==> src/rtl/countdown_timer.sv <==
`default_nettype none
// ============================================================================
// Module      : countdown_timer
// Description : Parametrised countdown timer. Loads a run-time value on start
//               and counts it down to zero, one count per TICK_DIV clocks.
//               Supports pause/resume, abort, restart while running, and an
//               optional auto-reload (periodic) mode.
// Ports       : clk      - clock, all state changes on the rising edge
//               rst      - asynchronous active-low reset
//               start    - load load_val/reload and run (single-cycle level)
//               load_val - start count
//               reload   - auto-reload mode, captured with load_val
//               pause    - freezes count and prescaler while high
//               abort    - return to IDLE, count held
//               t        - current count
//               running  - high in RUN and PAUSED
//               tick     - one-cycle pulse on each decrement
//               expire   - one-cycle pulse when the count reaches zero
//               done     - high while in DONE
// Revision    : 1.0 - initial release
// ============================================================================
module countdown_timer #(
    parameter int CNT_W    = 8,
    parameter int TICK_DIV = 50000000,  // must be >= 2
    parameter int DIV_W    = 32         // must hold TICK_DIV-1
) (
    input  logic             clk,
    input  logic             rst,
    input  logic             start,
    input  logic [CNT_W-1:0] load_val,
    input  logic             reload,
    input  logic             pause,
    input  logic             abort,
    output logic [CNT_W-1:0] t,
    output logic             running,
    output logic             tick,
    output logic             expire,
    output logic             done
);

    localparam logic [1:0] S_IDLE   = 2'd0;
    localparam logic [1:0] S_RUN    = 2'd1;
    localparam logic [1:0] S_PAUSED = 2'd2;
    localparam logic [1:0] S_DONE   = 2'd3;

    localparam logic [DIV_W-1:0] PRE_LAST = DIV_W'(TICK_DIV - 1);
    localparam logic [DIV_W-1:0] PRE_ONE  = DIV_W'(1);
    localparam logic [CNT_W-1:0] CNT_ONE  = CNT_W'(1);

    logic [1:0]       state;
    logic [1:0]       state_nx;
    logic [DIV_W-1:0] prescaler;
    logic [DIV_W-1:0] prescaler_nx;
    logic [CNT_W-1:0] t_nx;
    logic [CNT_W-1:0] rld_val;
    logic [CNT_W-1:0] rld_val_nx;
    logic             rld_mode;
    logic             rld_mode_nx;
    logic             tick_nx;
    logic             expire_nx;
    logic             running_nx;
    logic             done_nx;

    // ------------------------------------------------------------------------
    // State and datapath registers; every output is a flop.
    // ------------------------------------------------------------------------
    always_ff @(posedge clk or negedge rst) begin
        if (!rst) begin
            state     <= S_IDLE;
            t         <= '0;
            prescaler <= '0;
            rld_val   <= '0;
            rld_mode  <= 1'b0;
            tick      <= 1'b0;
            expire    <= 1'b0;
            running   <= 1'b0;
            done      <= 1'b0;
        end else begin
            state     <= state_nx;
            t         <= t_nx;
            prescaler <= prescaler_nx;
            rld_val   <= rld_val_nx;
            rld_mode  <= rld_mode_nx;
            tick      <= tick_nx;
            expire    <= expire_nx;
            running   <= running_nx;
            done      <= done_nx;
        end
    end

    // ------------------------------------------------------------------------
    // Next-state logic. Priority: abort > start > pause.
    // ------------------------------------------------------------------------
    always_comb begin
        state_nx     = state;
        t_nx         = t;
        prescaler_nx = prescaler;
        rld_val_nx   = rld_val;
        rld_mode_nx  = rld_mode;
        tick_nx      = 1'b0;
        expire_nx    = 1'b0;

        if (abort) begin
            state_nx     = S_IDLE;
            prescaler_nx = '0;
        end else if (start) begin
            // Restart is allowed from any state and overrides a coincident
            // natural expiry, so no tick/expire is raised here unless the
            // loaded value is already zero.
            t_nx         = load_val;
            rld_val_nx   = load_val;
            rld_mode_nx  = reload;
            prescaler_nx = '0;
            if (load_val != '0) begin
                state_nx = S_RUN;
            end else begin
                state_nx  = S_DONE;
                expire_nx = 1'b1;
            end
        end else begin
            case (state)
                S_IDLE: begin
                    state_nx = S_IDLE;
                end
                // The edge that releases a pause performs a normal counting
                // step, so only cycles actually spent paused delay the run.
                S_RUN, S_PAUSED: begin
                    if (pause) begin
                        state_nx = S_PAUSED;
                    end else begin
                        state_nx = S_RUN;
                        if (prescaler == PRE_LAST) begin
                            prescaler_nx = '0;
                            if (t != '0) begin
                                tick_nx = 1'b1;
                                if (t == CNT_ONE) begin
                                    expire_nx = 1'b1;
                                    if (rld_mode) begin
                                        t_nx = rld_val;
                                    end else begin
                                        t_nx     = '0;
                                        state_nx = S_DONE;
                                    end
                                end else begin
                                    t_nx = t - CNT_ONE;
                                end
                            end else begin
                                // Zero count in RUN cannot be reached normally;
                                // settle in DONE without underflowing.
                                state_nx = S_DONE;
                            end
                        end else begin
                            prescaler_nx = prescaler + PRE_ONE;
                        end
                    end
                end
                S_DONE: begin
                    state_nx = S_DONE;
                end
                default: begin
                    state_nx = S_IDLE;
                end
            endcase
        end
    end

    // ------------------------------------------------------------------------
    // Output decode, taken from the next state so the level outputs are
    // registered alongside the state.
    // ------------------------------------------------------------------------
    always_comb begin
        running_nx = (state_nx == S_RUN) || (state_nx == S_PAUSED);
        done_nx    = (state_nx == S_DONE);
    end

endmodule
`default_nettype wire

==> config.mk <==
export PLATFORM = sky130hd
export DESIGN_NAME = countdown_timer
export DESIGN_NICKNAME = d
export VERILOG_FILES = /design/src/rtl/countdown_timer.sv
export SDC_FILE = /design/constraint.sdc
export NUM_CORES = 1
export LEC_CHECK = 0
export BUFFER_PORTS_ARGS = -buffer_cell sky130_fd_sc_hd__buf_2
export CAP_MARGIN = 20
export CORE_ASPECT_RATIO = 1.75
export CORE_MARGIN = 8
export CORE_UTILIZATION = 50
export DETAILED_ROUTE_END_ITERATION = 12
export HOLD_SLACK_MARGIN = 0.03
export PLACE_DENSITY = 0.69
export SKIP_LAST_GASP = 1
export SYNTH_ARGS = -nofsm -noshare
export SYNTH_HDL_FRONTEND = slang
export SYNTH_SLANG_ARGS = --single-unit
==> constraint.sdc <==
create_clock -name clk -period 6.5 [get_ports clk]
set_input_delay 0.975 -clock clk [delete_from_list [all_inputs] [get_ports clk]]
set_output_delay 0.975 -clock clk [all_outputs]
set_load 0.1 [all_outputs]
== Word-level counts from Yosys, hierarchy flattened ==
Cells that the tools add are included.
Widths: inputs -> output; s select.
Storage, ports and cells
  input bits: 14
  logic and storage cells: 69
  bits in registers: 55
Cells by class
  bitwise gates (word level): 1
  eq/ne operators: 10
  add/sub/neg operators: 2
  mux-type cells: 35
  reduce and logical (&&, ||, !) cells: 12
Operators with widths (number)
  $mux 32: 5
  $mux 8: 7
  $add 32x1->32 const B: 1
  $eq 32x26->1 const B: 1
  $mux 2: 8
  $reduce_bool 8->1: 2
  $mux 1: 14
  $eq 2x2->1 const B: 4
  $eq 8x1->1 const B: 1
  $sub 8x1->8 const B: 1
  $pmux 2 s3: 1
  $reduce_bool 2->1: 3
  $reduce_and 5->1: 1
  $eq 2x1->1 const B: 2
  $reduce_and 2->1: 2
  $ne 3x2->1 const B: 1
  $reduce_bool 3->1: 1
  $logic_not 2->1: 1
  $ne 2x2->1 const B: 1
  $reduce_or 2->1: 1
  $logic_or 1x1->1: 1
  $not 1->1: 1

== Logic depth before layout (Yosys ltp) ==
  depth in word-level cells: 10
  mapped depth: 8

== Least setup slack after synthesis ==
Ideal clock, no wire load.
  path type: reg2reg
  start: register t[0]
  end: register t[2]
  arrival time: 2576 ps
  setup slack: 3796 ps
  required time: 6372 ps
  buffers on the path: 0
  stages on the path, launching flop included: 7
  path through: dfrtp_1 -> inv_1 -> ha_1 -> a31o_2 -> nor4_2 -> o21a_1 -> mux2_1
Between the ends
  longest elaborated chain between the ends: 7
  elaborated cells between the ends (all ways): 11
  classes of those cells: add/sub (1); eq/ne (1); mux (6); reduce/logical (3)
RTL lines
  start, declared: line 34  | output logic [CNT_W-1:0] t,
  start signal, assigned: line 80  | t <= t_nx;
  $sub 8x1->8 or $eq 8x1->1 (tied branches): line 145, 136
  $mux 8: line 136  | if (t == CNT_ONE) begin
  $mux 8: line 134  | if (t != '0) begin
  $mux 8: line 132  | if (prescaler == PRE_LAST) begin
  $mux 8: line 128  | if (pause) begin
  $mux 8: line 121  | case (state)
  $mux 8: line 106  | end else if (start) begin
Several ways; a longest one is shown, not always the timed one. The select of a mux whose other input is x is not followed.
A chain may end at the register's enable or synchronous reset.

== Final worst setup path ==
  start: register t[2]
  end: register t[3]
Same word-level chain as after synthesis.

==> insert_results.sql <==
INSERT INTO impl_metrics (metric_group, metric, value, unit) VALUES
('outcome', 'outcome', 'finished, final reports clean', ''),
('pwr', 'power.net_switching', '316', 'uW'),
('synthesis', 'yosys.cell_types.count', '49', ''),
('hold_path', 'timing.hold.worst.class', 'reg2reg', ''),
('pwr', 'vdd.ir_drop.worst', '0.000257', 'V'),
('timing', 'period_share', '40.6', '%'),
('routing', 'final_antenna_net_count', '0', ''),
('synthesis', 'yosys_most_used_dff', 'sky130_fd_sc_hd__dfrtp_1', ''),
('routing', 'post_drt_wl_per_cell', '17.1', 'um'),
('pwr', 'share_comb_of_total_power', '28.8', '%'),
('synthesis', 'flops_latches_synth', '55', ''),
('floorplanning', 'fp.dieH', '119', 'um'),
('synthesis', 'seq_area_frac_synth', '45.0', '%'),
('placement', 'placed_cells', '429', ''),
('timing', 'finalSetupTns', '0', 'ps'),
('grt', 'globalRoute.totalOverflow', '0', ''),
('pwr', 'seq_power_share', '48.9', '%'),
('routing', 'routed_wl', '7440', 'um'),
('pwr', 'power_switching_share', '39.3', '%'),
('grt', 'pin_count_of_the_biggest_net_entering_global_routing', '56', ''),
('clocking', 'cts_htree_levels', '2', ''),
('job', 'max_cap_viol_count', '0', ''),
('routing', 'first_pass_iters', '4', ''),
('worst_setup_path', 'timing.critical_path.from_type', 'flop', ''),
('layout', 'fin_nets', '379', ''),
('timing', 'max_freq', '379', 'MHz'),
('synthesis', 'syn_inst', '339', ''),
('pwr', 'total_leakage_power', '0.00140', 'uW'),
('layout', 'num_antenna_cells', '0', ''),
('pwr', 'power_report.internal_total', '489', 'uW'),
('timing', 'slew_viol_final', '0', ''),
('clocking', 'insertion_delay', '320', 'ps'),
('clocking', 'cts-resized-gates', '0', ''),
('floorplanning', 'die_w', '75.1', 'um'),
('synthesis', 'asyncSetResetFlopFracSynth', '100', '%'),
('worst_setup_path', 'timing.critical_path.required', '6760', 'ps'),
('layout', 'flow.area_growth_from_synthesis', '7.94', '%'),
('layout', 'drive_above_1_share', '10.4', '%'),
('timing', 'setup_viol', '0', ''),
('clocking', 'clock_pin_slew_on_the_worst_setup_and_hold_paths', '90', 'ps'),
('pwr', 'power.density', '244', 'nW/um^2'),
('placement', 'finalWeightedCongestion', '0.951', ''),
('placement', 'dp_hpwl', '5640', 'um'),
('worst_setup_path', 'critical-path-slowest-cell', 'sky130_fd_sc_hd__nor4_1', ''),
('worst_setup_path', 'worst-setup-path-type', 'reg2reg', ''),
('grt', 'grt.total_usage', '18.1', '%'),
('layout', 'area.sequential', '1380', 'um^2'),
('synthesis', 'syn_area', '3060', 'um^2'),
('worst_setup_path', 'crit_path_max_incr_delay', '760', 'ps'),
('grt', 'antenna_found_initial', '0', ''),
('clocking', 'clock_path_buffers', '2', ''),
('timing', 'post-route-min-period', '2640', 'ps'),
('timing', 'worst_margin_slew', '882', 'ps'),
('clocking', 'cts-buffers-inserted', '5', ''),
('grt', 'via_count_of_the_first_global_routing_pass', '2628', ''),
('worst_setup_path', 'cp-end-kind', 'flop', ''),
('clocking', 'tritoncts', 'built', ''),
('clocking', 'ctsHoldBuffers', '0', ''),
('floorplanning', 'io_pins', '26', ''),
('routing', 'final_routed_drc_violation_total', '0', ''),
('synthesis', 'avgSynthCellArea', '9.02', 'um^2'),
('worst_setup_path', 'path_cells', 'nor4_1, and3_1, and3b_1, o31ai_1, mux2_1', ''),
('placement', 'port_buffers', '25', ''),
('timing', 'finClkSkew', '7.84', 'ps'),
('clocking', 'clockRootBuffer', 'sky130_fd_sc_hd__clkbuf_8', ''),
('floorplanning', 'placementRows', '37', ''),
('layout', 'combined_area_of_the_multi_input_logic_cells', '1590', 'um^2'),
('timing', 'hold_violations', '0', ''),
('clocking', 'cts_setup_buffers', '0', ''),
('floorplanning', 'initial_utilization', '52.0', '%'),
('worst_setup_path', 'worst_ep_arrival_time', '2900', 'ps');
==> final timing paths <==
path                                             start                  endpoint  slack, ps  cells after the start
worst min register to register  rld_val[2]$_DFFE_PN0P_    rld_val[2]$_DFFE_PN0P_        480                      2
min in group asynchronous                          rst  prescaler[1]$_DFFE_PN0P_        780                      2
worst max-delay path                  t[2]$_DFFE_PN0P_          t[3]$_DFFE_PN0P_       3860                      5
worst min-delay path            rld_val[2]$_DFFE_PN0P_    rld_val[2]$_DFFE_PN0P_        480                      2
worst max register to register        t[2]$_DFFE_PN0P_          t[3]$_DFFE_PN0P_       3860                      5
max in group asynchronous                          rst          t[0]$_DFFE_PN0P_       5260                      2
==> per-layer routing <==
layer	vias to the layer above	track usage, %	share of wire [%]
met5	-	0	0
met4	0	8.52	3.3
met3	23	3.78	3.9
met2	67	32.6	55
met1	1178	18.6	38
li1	1231	-	-
==> kinds of logic (layout without fill, tap and decap cells) <==
kind of cell               Yosys count  after routing  synth area share (%)
AOI/OAI and AO/OA                   47             47                  10.2
xor gates and xnor gates            25             25                  7.16
adders and majority gates            7              7                  2.87
buffers and inverters               22             40                  3.07
DFF                                 55             55                  45.0
muxes                                7              7                  2.46
and+or+nand+nor                    176            176                  29.2
==> state kept, by name, indices dropped and copies added (netlist names) <==
register,count
done,1
rld_val,8
running,1
tick,1
rld_mode,1
expire,1
prescaler,32
state,2
t,8
==> cell usage after synthesis (3+ instances only) <==
master / number / area (um^2)
sky130_fd_sc_hd__mux2_1: 4 / 45.0
sky130_fd_sc_hd__o21ai_1: 4 / 20.0
sky130_fd_sc_hd__a21oi_1: 13 / 65.1
sky130_fd_sc_hd__mux2i_1: 3 / 30.0
sky130_fd_sc_hd__or3_1: 4 / 25.0
sky130_fd_sc_hd__nand2b_1: 3 / 18.8
sky130_fd_sc_hd__nand3_1: 12 / 60.1
sky130_fd_sc_hd__and4_1: 4 / 35.0
sky130_fd_sc_hd__nand2_1: 55 / 206
sky130_fd_sc_hd__ha_1: 7 / 87.6
sky130_fd_sc_hd__xnor2_1: 14 / 123
sky130_fd_sc_hd__nor3_1: 8 / 40.0
sky130_fd_sc_hd__clkbuf_1: 7 / 26.3
sky130_fd_sc_hd__a21boi_1: 4 / 30.0
sky130_fd_sc_hd__and3_1: 7 / 43.8
sky130_fd_sc_hd__buf_2: 6 / 30.0
sky130_fd_sc_hd__nand4_1: 15 / 93.8
sky130_fd_sc_hd__inv_1: 7 / 26.3
sky130_fd_sc_hd__dfrtp_1: 55 / 1380
sky130_fd_sc_hd__nor2b_1: 5 / 31.3
sky130_fd_sc_hd__or4_1: 5 / 37.5
sky130_fd_sc_hd__xor2_1: 11 / 96.3
sky130_fd_sc_hd__nor4_1: 9 / 56.3
sky130_fd_sc_hd__o31ai_1: 8 / 60.1
sky130_fd_sc_hd__nor2_1: 39 / 146
==> power by group through the flow <==
stage	clock [uW]	sequential, uW	combinational, uW
6_report	179	394	232
5_1_grt	196	398	249
4_1_cts	183	394	235
3_5_place_dp	0	400	234
3_3_place_gp	0	401	231
2_1_floorplan	0	499	76.4
==> cell type report <==
class | instances | area share, %
Multi-Input combinational cell | 262 | 48.1
Timing Repair Buffer | 27 | 4.25
Clock buffer | 6 | 2.20
Sequential cell | 55 | 41.7
Inverter | 7 | 0.796
Tap cell | 78 | 2.96
==> worst max-delay path: cells and delay by family (launching register included) <==
| kind | cells | cell delay [ps] |
|---|---|---|
| muxes | 1 | 180 |
| AOI/OAI and AO/OA | 1 | 280 |
| and+or+nand+nor | 3 | 1640 |
| DFF | 1 | 470 |
==> per-stage QoR <==
step	cell area, um^2	setup slack (ps)	hold WS, ps	power (uW)	utilization (%)
3_3_place_gp	3230	3680	458	632	54.9
2_1_floorplan	3060	3800	445	576	-
5_1_grt	3300	3730	510	842	56.1
4_1_cts	3300	3860	484	812	56.1
3_5_place_dp	3230	3560	463	634	54.9
6_report	3300	3860	484	805	56.1
==> cell usage in the layout, fill, tap and decap left out, drive strengths merged, types with 5 or more instances in the layout <==
master / count
nand2: 55
dfrtp: 55
nor2: 39
buf: 27
nand4: 16
xnor2: 14
a21oi: 13
nand3: 12
xor2: 11
nor4: 10
nor3: 8
o31ai: 8
inv: 7
and3: 7
ha: 7
or4: 6
clkbuf: 6
o21ai: 6
nor2b: 5
Power figures use the tool's default switching activity.
